`src/rtl/cpu_regfile_sb_pkg.sv`:
```
// Shared constants and types for the CPU register file with scoreboard.
package cpu_pkg;
  localparam int unsigned XLEN_DEFAULT     = 32;
  localparam int unsigned NUM_REGS_DEFAULT = 32;
  localparam int unsigned AW_DEFAULT       = $clog2(NUM_REGS_DEFAULT);

  typedef logic [AW_DEFAULT-1:0] reg_idx_t;

  typedef enum logic {RF_CLEAR, RF_READY} regfile_state_t;
endpackage

```
`src/rtl/cpu_regfile_sb_if.sv`:
```
// Decode/writeback bus between the pipeline (master) and the register file (slave).
interface cpu_regfile_sb_if
  import cpu_pkg::*;
#(
  parameter int unsigned XLEN     = XLEN_DEFAULT,
  parameter int unsigned NUM_REGS = NUM_REGS_DEFAULT,
  parameter int unsigned NUM_RD   = 2
) ();
  localparam int unsigned AW = $clog2(NUM_REGS);

  logic [NUM_RD*AW-1:0]   p2_rd_reg;
  logic [NUM_RD*XLEN-1:0] p2_rd_data;
  logic [NUM_RD-1:0]      p2_rd_pending;
  logic                   p2_claim_en;
  logic [AW-1:0]          p2_claim_reg;
  logic [AW-1:0]          p4_reg_d;
  logic                   p4_write_en;
  logic [XLEN-1:0]        p4_reg_data_d;
  logic                   busy;

  modport master (
    output p2_rd_reg, p2_claim_en, p2_claim_reg, p4_reg_d, p4_write_en, p4_reg_data_d,
    input  p2_rd_data, p2_rd_pending, busy
  );

  modport slave (
    input  p2_rd_reg, p2_claim_en, p2_claim_reg, p4_reg_d, p4_write_en, p4_reg_data_d,
    output p2_rd_data, p2_rd_pending, busy
  );
endinterface

```
`src/rtl/cpu_regfile_sb_scoreboard.sv`:
```
// Per-register pending bits: set on claim, cleared on writeback, with lookup per read port.
module cpu_scoreboard #(
  parameter int unsigned NUM_REGS = 32,
  parameter int unsigned NUM_RD   = 2,
  parameter int unsigned ZERO_REG = 1,
  localparam int unsigned AW      = $clog2(NUM_REGS)
) (
  input  logic                 clock,
  input  logic                 resetn,
  input  logic                 i_ready,
  input  logic                 i_claim_en,
  input  logic [AW-1:0]        i_claim_reg,
  input  logic                 i_wr_en,
  input  logic [AW-1:0]        i_wr_reg,
  input  logic [NUM_RD*AW-1:0] i_rd_reg,
  output logic [NUM_RD-1:0]    o_pending
);
  logic [NUM_REGS-1:0] r_sb;
  logic                w_claim_ok;
  logic                w_wr_ok;

  assign w_claim_ok = i_claim_en && !((ZERO_REG != 0) && (i_claim_reg == '0));
  assign w_wr_ok    = i_wr_en    && !((ZERO_REG != 0) && (i_wr_reg == '0));

  // Claim is applied after the clear so a same-register claim/retire leaves the bit set.
  always_ff @(posedge clock or negedge resetn) begin
    if (!resetn) begin
      r_sb <= '0;
    end else if (i_ready) begin
      if (w_wr_ok)    r_sb[i_wr_reg]    <= 1'b0;
      if (w_claim_ok) r_sb[i_claim_reg] <= 1'b1;
    end
  end

  always_comb begin
    o_pending = '0;
    for (int unsigned i = 0; i < NUM_RD; i++) begin
      o_pending[i] = i_ready && r_sb[i_rd_reg[i*AW +: AW]] &&
                     !(i_wr_en && (i_wr_reg == i_rd_reg[i*AW +: AW]));
    end
  end
endmodule

```
`src/rtl/cpu_regfile_sb.sv`:
```
// Register file with write-to-read bypass, pending scoreboard and post-reset clear sequencer.
module cpu_regfile_sb
  import cpu_pkg::*;
#(
  parameter int unsigned XLEN     = XLEN_DEFAULT,
  parameter int unsigned NUM_REGS = NUM_REGS_DEFAULT,
  parameter int unsigned NUM_RD   = 2,
  parameter int unsigned ZERO_REG = 1
) (
  input  logic              clock,
  input  logic              resetn,
  cpu_regfile_sb_if.slave   bus
);
  localparam int unsigned AW = $clog2(NUM_REGS);

  regfile_state_t         r_state;
  logic [AW-1:0]          r_clear_idx;
  logic                   r_busy;
  logic [XLEN-1:0]        r_regs [NUM_REGS];
  logic                   w_ready;
  logic                   w_wr_ok;
  logic [NUM_RD*XLEN-1:0] w_rd_data;

  assign w_ready = (r_state == RF_READY);
  assign w_wr_ok = w_ready && bus.p4_write_en &&
                   !((ZERO_REG != 0) && (bus.p4_reg_d == '0));

  always_ff @(posedge clock or negedge resetn) begin
    if (!resetn) begin
      r_state     <= RF_CLEAR;
      r_clear_idx <= '0;
      r_busy      <= 1'b1;
    end else begin
      case (r_state)
        RF_CLEAR: begin
          r_clear_idx <= r_clear_idx + 1'b1;
          if (r_clear_idx == AW'(NUM_REGS - 1)) begin
            r_state <= RF_READY;
            r_busy  <= 1'b0;
          end
        end
        default: r_state <= RF_READY;
      endcase
    end
  end

  // Storage has no reset of its own; the clear sequencer owns initialisation.
  always_ff @(posedge clock) begin
    if (r_state == RF_CLEAR) begin
      r_regs[r_clear_idx] <= '0;
    end else if (w_wr_ok) begin
      r_regs[bus.p4_reg_d] <= bus.p4_reg_data_d;
    end
  end

  always_comb begin
    w_rd_data = '0;
    for (int unsigned i = 0; i < NUM_RD; i++) begin
      if (!w_ready || ((ZERO_REG != 0) && (bus.p2_rd_reg[i*AW +: AW] == '0))) begin
        w_rd_data[i*XLEN +: XLEN] = '0;
      end else if (w_wr_ok && (bus.p4_reg_d == bus.p2_rd_reg[i*AW +: AW])) begin
        w_rd_data[i*XLEN +: XLEN] = bus.p4_reg_data_d;
      end else begin
        w_rd_data[i*XLEN +: XLEN] = r_regs[bus.p2_rd_reg[i*AW +: AW]];
      end
    end
  end

  assign bus.p2_rd_data = w_rd_data;
  assign bus.busy       = r_busy;

  cpu_scoreboard #(
    .NUM_REGS (NUM_REGS),
    .NUM_RD   (NUM_RD),
    .ZERO_REG (ZERO_REG)
  ) u_sb (
    .clock       (clock),
    .resetn      (resetn),
    .i_ready     (w_ready),
    .i_claim_en  (bus.p2_claim_en),
    .i_claim_reg (bus.p2_claim_reg),
    .i_wr_en     (bus.p4_write_en),
    .i_wr_reg    (bus.p4_reg_d),
    .i_rd_reg    (bus.p2_rd_reg),
    .o_pending   (bus.p2_rd_pending)
  );
endmodule
```
`src/flat_wrapper.sv`:
```
// flat-port wrapper written by rule: the top's interface ports become plain ports
module cpu_regfile_sb_flat import cpu_pkg::*;
#(
  parameter int unsigned XLEN     = XLEN_DEFAULT,
  parameter int unsigned NUM_REGS = NUM_REGS_DEFAULT,
  parameter int unsigned NUM_RD   = 2,
  parameter int unsigned ZERO_REG = 1
)
  (clock, resetn, bus_p2_rd_reg, bus_p2_claim_en, bus_p2_claim_reg, bus_p4_reg_d, bus_p4_write_en, bus_p4_reg_data_d, bus_p2_rd_data, bus_p2_rd_pending, bus_busy);
  cpu_regfile_sb_if #(.XLEN(XLEN), .NUM_REGS(NUM_REGS), .NUM_RD(NUM_RD)) bus_i ();
  input  logic clock;
  input  logic resetn;
  input wire logic [$bits(bus_i.p2_rd_reg)-1:0] bus_p2_rd_reg;
  input wire logic [$bits(bus_i.p2_claim_en)-1:0] bus_p2_claim_en;
  input wire logic [$bits(bus_i.p2_claim_reg)-1:0] bus_p2_claim_reg;
  input wire logic [$bits(bus_i.p4_reg_d)-1:0] bus_p4_reg_d;
  input wire logic [$bits(bus_i.p4_write_en)-1:0] bus_p4_write_en;
  input wire logic [$bits(bus_i.p4_reg_data_d)-1:0] bus_p4_reg_data_d;
  output wire logic [$bits(bus_i.p2_rd_data)-1:0] bus_p2_rd_data;
  output wire logic [$bits(bus_i.p2_rd_pending)-1:0] bus_p2_rd_pending;
  output wire logic [$bits(bus_i.busy)-1:0] bus_busy;
  assign bus_i.p2_rd_reg = bus_p2_rd_reg;
  assign bus_i.p2_claim_en = bus_p2_claim_en;
  assign bus_i.p2_claim_reg = bus_p2_claim_reg;
  assign bus_i.p4_reg_d = bus_p4_reg_d;
  assign bus_i.p4_write_en = bus_p4_write_en;
  assign bus_i.p4_reg_data_d = bus_p4_reg_data_d;
  assign bus_p2_rd_data = bus_i.p2_rd_data;
  assign bus_p2_rd_pending = bus_i.p2_rd_pending;
  assign bus_busy = bus_i.busy;
  cpu_regfile_sb #(.XLEN(XLEN), .NUM_REGS(NUM_REGS), .NUM_RD(NUM_RD), .ZERO_REG(ZERO_REG)) u_core (.clock(clock), .resetn(resetn), .bus(bus_i));
endmodule
```
`config.mk`:
```
export PLATFORM = sky130hd
export DESIGN_NAME = cpu_regfile_sb_flat
export DESIGN_NICKNAME = d
export VERILOG_FILES = /design/src/rtl/cpu_regfile_sb_pkg.sv /design/src/rtl/cpu_regfile_sb_if.sv /design/src/rtl/cpu_regfile_sb_scoreboard.sv /design/src/rtl/cpu_regfile_sb.sv /design/src/flat_wrapper.sv
export SDC_FILE = /design/constraint.sdc
export NUM_CORES = 1
export LEC_CHECK = 0
export BUFFER_PORTS_ARGS = -buffer_cell sky130_fd_sc_hd__buf_2
export CORE_ASPECT_RATIO = 1.5
export CORE_UTILIZATION = 35
export CTS_CLUSTER_DIAMETER = 60
export DETAILED_ROUTE_END_ITERATION = 16
export PLACE_DENSITY_LB_ADDON = 0.12
export SETUP_SLACK_MARGIN = 0.1
export SLEW_MARGIN = 20
export SYNTH_ARGS = -nofsm -noshare
export SYNTH_HDL_FRONTEND = slang
export SYNTH_SLANG_ARGS = --single-unit
```
`constraint.sdc`:
```
create_clock -name clock -period 3.3 [get_ports clock]
set_clock_uncertainty 0.05 [all_clocks]
set_input_delay 0.165 -clock clock [delete_from_list [all_inputs] [get_ports clock]]
set_output_delay 0.165 -clock clock [all_outputs]
set_load 0.02 [all_outputs]
```
==> reports/results.txt, run 1 <==
area grow syn2layout - 17.2%
chip height - 468 um
relative slew slack - 21.8%
PortBufs - 122
Crit. path cell count - 9
outcome - finished, final reports clean
Worst Setup SP - u_core.r_state
Tot GR Track Use - 25.3%
clock tree root driver cell - clkbuf_16
Min-Delay Path Class - input port to flip-flop
slowest stage cell on the critical path - dfrtp_2
core area - 0.143 mm2
PD cells - 512 mW/mm2
largest net degree at the start of global routing - 125
final period utilization - 96.9%
delay-heaviest family, CP - buffers and inverters
Yosys warnings - 0
top-count cell post-synth - edfxtp_1
Max-Cap Viols - 0
worst-case clock buffer depth - 3
Starting Density - 35.3%
# IOs - 123
CTS tree - built
count of final hold-check violations - 0
Internal - 23.0 mW
Final #Nets - 3,123
Clock Power Share - 40.9%
switching power share of the total - 24.3%
final worst setup slack - 0.103 ns
Unique masters post-synth - 57
Max stage delay on crit path - 0.46 ns
Register-to-Register Setup Slack - 0.50 ns
P_sw - 7.41 mW
Slew @ Worst Pin - 1.17 ns
Gate power share - 10.1%
async set-or-reset flop fraction in the synthesized netlist - 3.67%
synthesized area per cell - 17.9 um2
Non-Filler Instances - 5,048
worst vdd ir - 0.000434 V
vias per cell - 6.27
largest area contributor in the netlist - edfxtp_1
worst path arrival time - 2.98 ns
DRT antenna net count - 0
Worst Setup EP - bus_p2_rd_data[1]
register area share after synthesis - 62.6%
critical path class - flip-flop to output pin
Hold Crit Depth - 5
Min Hold Slack - 0.0392 ns
utilization after layout - 41.4%
fraction of layout cells with a size suffix above 1 - 31.6%
WP buf/inv - 4
setup TNS - 0 ns
Post-DP HPWL - 108 mm
Synth Instances - 2,823
max-slew violations - 0
CP required - 3.08 ns
reg2reg path depth - 7
top cells by count, synth - 1,024 x edfxtp_1, 382 x mux4_2, 363 x mux2i_1, 186 x o221ai_1, 130 x clkbuf_1
first-pass GRT wire length - 258 mm
Yosys top cell area share - 60.7%
clk_lat worst skew - 0.73 ns
H-tree depth - 3
worst r2r dst - u_core.r_regs[13][20]
Reg power frac - 49.0%
critical path launch point type - flip-flop
Placer Congestion - 0.814
Worst setup EP type - output pin
Placed Area - 0.0553 mm2
final WL - 188 mm
antenna violations before repair - 9
DR iter-0 viols - 3,885
die footprint - 0.146 mm2
Num CTS Buffers - 110
gr ovfl total - 0
synthesized area - 0.0507 mm2
Sink Count - 1,063
final-report setup violation count - 0
Vias - 31.6k
vias in the first global route - 32.6k
R2R Path Start - u_core.r_state
crit-path cells - nand2_4, a21oi_4, a311oi_4, buf_12, buf_12, buf_16, or3b_1, o211ai_1, buf_4
# DRC - 0
critical path's most frequent cell - buf_12
Leakage Power - 21.1 nW
CTS clk-pin slew, worst paths - 0.06 ns
number of flops mapped to enable cells by yosys - 1,024
Synth area leaders - edfxtp_1 61%, mux4_2 17%, mux2i_1 7.2%
Placed Cells - 4,810
Synth Flop Type - edfxtp_1
row count - 170
dpl ws - 0.149 ns
RSZ-0062 raised after global routing - true
#FFs+latches synth - 1,063
min cycle time layout - 3.20 ns
Finished Cell Area - 0.0594 mm2
fill cell count - 12.8k
Die W - 313 um
Max Clk Rate - 313 MHz
syn nets - 2,881
WL/cell - 37.2 um
drt pass-1 iters - 6
Crit Path Max Fanout - 7
Power Total - 30.4 mW
## cells by family (layout without fill, tap and decap cells)
kind of cell	after synthesis	count (layout)	share of synthesized area, %
buf+inv	246	575	2.26
flops	1063	1063	62.6
mux	784	784	25.0
fa+ha+maj	2	2	0.0494
other cells	0	4	0
xor+xnor	13	13	0.225
simple gates	225	225	2.43
compound gates	490	490	7.41
## layout make-up
| class | instances | area, um2 | share of cell area, % |
|---|---|---|---|
| Sequential cell | 1063 | 31700 | 53.4 |
| Tap cell | 1892 | 2370 | 3.99 |
| Inverter | 5 | 20.0 | 0.0337 |
| Clock inverter | 62 | 598 | 1.01 |
| Timing Repair Buffer | 371 | 3590 | 6.04 |
| Clock buffer | 137 | 2920 | 4.91 |
| Antenna cell | 4 | 10.0 | 0.0169 |
| Multi-Input combinational cell | 1514 | 18200 | 30.6 |
## what timing repair did
action | CTS | global route
resized for setup | 17 | 24
endpoints found under the setup margin | 26 | 17
pin swaps | 8 | 14
setup buffers | 4 | 2
hold buffers | 25 | 0
hold endpoints to repair | 104 | 0
cloned | 2 | 2
## registers in the layout (all words and copies together) (netlist names)
name,cells
u_core.bus.busy,1
u_core.r_clear_idx,5
u_core.r_regs,1024
u_core.r_state,1
u_core.u_sb.r_sb,32
## worst reg2reg max path, stage by stage, from the launching register on
cell	delay, ns
dfrtp_2	0.46
nand2_4	0.09
buf_4	0.11
or2_0	0.44
a21boi_2	0.70
buf_4	0.29
nor2_4	0.11
buf_12	0.27
## worst min-delay path by stage
stage                                     start                    end  slack, ns
after global routing      bus_p4_reg_data_d[28]  u_core.r_regs[25][28]       0.05
final                           bus_p4_reg_d[4]    u_core.u_sb.r_sb[5]       0.04
after detailed placement                 resetn   u_core.u_sb.r_sb[28]       0.29
after global placement                   resetn   u_core.u_sb.r_sb[29]       0.25
after floorplan                          resetn  u_core.r_clear_idx[0]      -0.18
after CTS                  bus_p4_reg_data_d[8]   u_core.r_regs[13][8]      0.004
## power by group through the flow
stage | logic (mW) | registers, mW | clock network (mW)
after CTS | 3.07 | 14.9 | 12.6
final | 3.07 | 14.9 | 12.4
after global placement | 2.97 | 15.2 | 0
after detailed placement | 2.99 | 15.2 | 0
after floorplan | 1.74 | 15.2 | 0
after global routing | 3.21 | 14.9 | 13.1
## cells in the final DEF (no fill, tap or decap), drive strengths merged, types with 5 or more instances in the layout
cell / netlist / layout
a211o: 5 / 5
a21o: 32 / 32
a21oi: 43 / 43
a221o: 24 / 24
a22o: 8 / 8
a22oi: 20 / 20
a32o: 22 / 22
and2: 34 / 34
buf: 111 / 344
bufinv: 0 / 9
clkbuf: 130 / 139
clkinv: 0 / 47
dfrtp: 38 / 38
dlygate4sd3: 0 / 25
edfxtp: 1024 / 1024
inv: 5 / 11
mux2: 39 / 39
mux2i: 363 / 363
mux4: 382 / 382
nand2: 58 / 58
nand3: 7 / 7
nand3b: 6 / 6
nor2: 49 / 49
nor2b: 6 / 6
nor3: 6 / 6
o211ai: 32 / 32
o21ai: 61 / 61
o221ai: 186 / 186
o22ai: 39 / 39
or2: 6 / 6
or3b: 34 / 34
xnor2: 8 / 8
xor2: 5 / 5
## routing by layer
metal	up-vias	GRT usage (%)	part of all wire (%)
li1	12600	-	-
met1	17200	32.9	40
met2	1473	43.6	50
met3	338	2.89	6.3
met4	2	8.97	3.7
met5	-	0	0.0069
No activity file was read; power rests on OpenSTA's default activity.
==> inputs of run 2 (changes only) <==
--- a/config.mk
+++ b/config.mk
@@ -6,6 +6,8 @@
 export NUM_CORES = 1
 export LEC_CHECK = 0
 export BUFFER_PORTS_ARGS = -buffer_cell sky130_fd_sc_hd__buf_2
+export CELL_PAD_IN_SITES_DETAIL_PLACEMENT = 1
+export CELL_PAD_IN_SITES_GLOBAL_PLACEMENT = 2
 export CORE_ASPECT_RATIO = 1.5
 export CORE_UTILIZATION = 35
 export CTS_CLUSTER_DIAMETER = 60
@@ -15,4 +17,5 @@
 export SLEW_MARGIN = 20
 export SYNTH_ARGS = -nofsm -noshare
 export SYNTH_HDL_FRONTEND = slang
+export SYNTH_HIERARCHICAL = 1
 export SYNTH_SLANG_ARGS = --single-unit
==> reports/results.txt, run 2 <==
async set-or-reset flop fraction in the synthesized netlist - 3.67% (unchanged)
largest area contributor in the netlist - edfxtp_1 (unchanged)
Worst Setup SP - u_core/r_regs[16][10] (was u_core.r_state)
Yosys warnings - 6 (was 0)
WL/cell - 38.2 um (was 37.2 um)
Unique masters post-synth - 71 (was 57)
Die W - 316 um (was 313 um)
max-slew violations - 0 (unchanged)
final period utilization - 96.2% (was 96.9%)
area grow syn2layout - 17.1% (was 17.2%)
# IOs - 123 (unchanged)
number of flops mapped to enable cells by yosys - 1,024 (unchanged)
RSZ-0062 raised after global routing - true (unchanged)
antenna violations before repair - 8 (was 9)
critical path class - flip-flop to output pin (unchanged)
critical path launch point type - flip-flop (unchanged)
synthesized area - 0.0516 mm2 (was 0.0507 mm2)
Sink Count - 1,063 (unchanged)
register area share after synthesis - 61.5% (was 62.6%)
syn nets - 3,043 (was 2,881)
most common cell after layout, fill and taps aside - edfxtp_1 (unchanged)
vias per cell - 6.25 (was 6.27)
DRT antenna net count - 0 (unchanged)
final worst setup slack - 0.125 ns (was 0.103 ns)
PD cells - 507 mW/mm2 (was 512 mW/mm2)
H-tree depth - 3 (unchanged)
min cycle time layout - 3.18 ns (was 3.20 ns)
Regs by FF count - u_core/r_regs: 1024 flops, u_core/u_sb/r_sb: 32 flops, u_core/r_clear_idx: 5 flops (was u_core.r_regs: 1024 flops, u_core.u_sb.r_sb: 32 flops, u_core.r_clear_idx: 5 flops)
clock tree root driver cell - clkbuf_16 (unchanged)
Max stage delay on crit path - 0.53 ns (was 0.46 ns)
Vias - 32.9k (was 31.6k)
first-pass GRT wire length - 279 mm (was 258 mm)
most frequent cells in the layout - 1,024 x edfxtp_1, 386 x mux4_2, 314 x mux2i_1 (was 1,024 x edfxtp_1, 382 x mux4_2, 363 x mux2i_1)
Starting Density - 35.3% (about the same)
main combinational cell family by area after synthesis - multiplexers (unchanged)
outcome - finished, final reports clean (unchanged)
dpl ws - 0.175 ns (was 0.149 ns)
worst path arrival time - 2.96 ns (was 2.98 ns)
worst r2r dst - u_core/r_regs[1][30] (was u_core.r_regs[13][20])
top-count cell post-synth - edfxtp_1 (unchanged)
CTS tree - built (unchanged)
Post-DP HPWL - 124 mm (was 108 mm)
CP required - 3.08 ns (about the same)
Synth Instances - 2,985 (was 2,823)
Min-Delay Path Class - input port to asynchronous set/reset pin (was input port to flip-flop)
die footprint - 0.149 mm2 (was 0.146 mm2)
chip height - 472 um (was 468 um)
Post-Synth Simple-Gate Area - 3.21% (was 2.43%)
worst-case clock buffer depth - 3 (unchanged)
reg2reg path depth - 8 (was 7)
Non-Filler Instances - 5,259 (was 5,048)
Slew @ Worst Pin - 1.08 ns (was 1.17 ns)
count of final hold-check violations - 0 (unchanged)
final WL - 201 mm (was 188 mm)
Yosys top cell area share - 59.6% (was 60.7%)
vias in the first global route - 35.2k (was 32.6k)
row count - 172 (was 170)
top cells by count, synth - 1,024 x edfxtp_1, 386 x mux4_2, 315 x mux2i_1, 107 x clkbuf_1, 102 x a221oi_1 (was 1,024 x edfxtp_1, 382 x mux4_2, 363 x mux2i_1, 186 x o221ai_1, 130 x clkbuf_1)
Synth Flop Type - edfxtp_1 (unchanged)
max reg flops - 1,024 (unchanged)
#FFs+latches synth - 1,063 (unchanged)
critical path's most frequent cell - mux4_2 (was buf_12)
PortBufs - 122 (unchanged)
Min Hold Slack - 0.0307 ns (was 0.0392 ns)
relative slew slack - 28.3% (was 21.8%)
synthesized area per cell - 17.3 um2 (was 17.9 um2)
gr ovfl total - 0 (unchanged)
Leakage Power - 21.7 nW (was 21.1 nW)
crit-path cells - mux4_2, mux4_2, nor2b_1, a211o_2, buf_2 (was nand2_4, a21oi_4, a311oi_4, buf_12, buf_12, buf_16, or3b_1, o211ai_1, buf_4)
# DRC - 0 (unchanged)
Num CTS Buffers - 109 (was 110)
Crit Path Max Fanout - 2 (was 7)
mux cell area share after synthesis - 24.3% (was 25.0%)
Synth Area in XOR/XNOR - 0.390% (was 0.225%)
Register-to-Register Setup Slack - 0.43 ns (was 0.50 ns)
R2R Path Start - u_core/r_state (was u_core.r_state)
CTS clk-pin slew, worst paths - 0.07 ns (was 0.06 ns)
Tot GR Track Use - 27.0% (was 25.3%)
Max Clk Rate - 315 MHz (was 313 MHz)
largest net degree at the start of global routing - 54 (was 125)
worst vdd ir - 0.000386 V (was 0.000434 V)
Placer Congestion - 0.818 (was 0.814)
clk_lat worst skew - 0.76 ns (was 0.73 ns)
Worst setup EP type - output pin (unchanged)
Placed Cells - 5,020 (was 4,810)
final-report setup violation count - 0 (unchanged)
drt pass-1 iters - 9 (was 6)
fraction of layout cells with a size suffix above 1 - 31.5% (was 31.6%)
Worst Setup EP - bus_p2_rd_data[42] (was bus_p2_rd_data[1])
Final #Nets - 3,312 (was 3,123)
Max-Cap Viols - 0 (unchanged)
Synth area leaders - edfxtp_1 60%, mux4_2 17%, mux2i_1 6.1% (was edfxtp_1 61%, mux4_2 17%, mux2i_1 7.2%)
adder and majority gate portion of the synthesized area - 0.0485% (was 0.0494%)
slowest stage cell on the critical path - edfxtp_1 (was dfrtp_2)
Synth Area in Compound Gates - 8.06% (was 7.41%)
DR iter-0 viols - 2,848 (was 3,885)
core area - 0.146 mm2 (was 0.143 mm2)
largest reg by FF count - u_core/r_regs (was u_core.r_regs)
==> run 2: cell count changes in the layout (fill, tap and decap cells not counted), sizes merged, moves of 39 or more <==
cell	change
a221oi	+108
mux2i	-48
nor2	+39
o21ai	+42
o221ai	-182
a22oi	+41
==> run 2: power by group <==
part	total [mW]	leakage (nW)	switching (mW)	internal (mW)
sequential	14.9	11.1	0.0422	14.9
clock	12.4	1.70	5.50	6.88
combinational	3.32	8.85	2.09	1.23
total	30.6	21.7	7.63	23.0
==> run 2: routing by layer <==
layer  vias up  GRT usage [%]  part of all wire (%)
met5         -              0                 0.020
met3       331           3.12                   5.1
li1      13200              -                     -
met2      1200           46.3                    51
met4         8           10.0                   3.6
met1     18100           34.9                    41
==> run 2: kinds of logic after synthesis <==
family / count (synthesis)
buffers and inverters: 245
adders and majority gates: 2
DFF: 1063
muxes: 755
AOI/OAI and AO/OA: 565
xor gates and xnor gates: 23
and+or+nand+nor: 332
==> run 2: cell type report <==
| class | instances | area, um2 |
|---|---|---|
| antenna | 3 | 7.51 |
| timing repair buffer | 398 | 3820 |
| clock inverter | 66 | 604 |
| clock buffer | 133 | 2870 |
| sequential | 1063 | 31700 |
| tap | 1914 | 2390 |
| inverter | 5 | 21.3 |
| fill | 14200 | 85900 |
| multi-input combinational | 1677 | 19000 |
==> run 2: timing repair <==
item,CTS,global route
setup endpoints to repair,34,5
hold buffers,23,0
buffers inserted,14,0
gates resized for setup,16,6
hold endpoints to repair,132,0
pin swaps,1,1
==> run 2: worst min-delay path by stage <==
| stage | endpoint | startpoint | cells after the start | slack, ns |
|---|---|---|---|---|
| final | u_core/u_sb/r_sb[27] | resetn | 2 | 0.03 |
| after global routing | u_core/r_regs[13][31] | bus_p4_reg_data_d[31] | 3 | 0.07 |
| after CTS | u_core/r_regs[14][31] | bus_p4_reg_data_d[31] | 3 | 0.004 |
| after detailed placement | u_core/u_sb/r_sb[26] | resetn | 1 | 0.30 |
| after global placement | u_core/r_clear_idx[2] | resetn | 1 | 0.28 |
| after floorplan | u_core/r_clear_idx[0] | resetn | 0 | -0.18 |
==> run 2: per-stage QoR <==
stage | power [mW] | utilization (%) | cell area, um2 | TNS [ns]
after floorplan | 17.1 | - | 51700 | -121.18
after global placement | 18.4 | 38.6 | 56500 | 0
after detailed placement | 18.5 | 38.6 | 56500 | 0
after CTS | 30.9 | 41.3 | 60400 | 0
after global routing | 31.4 | 41.3 | 60400 | 0
final | 30.6 | 41.3 | 60400 | 0
==> run 2: critical path, delay by kind of cell, from the launching register on <==
family | cells | cell delay [ns]
simple gates | 1 | 0.14
compound gates | 1 | 0.39
mux | 2 | 0.96
buf+inv | 1 | 0.20
flops | 1 | 0.53
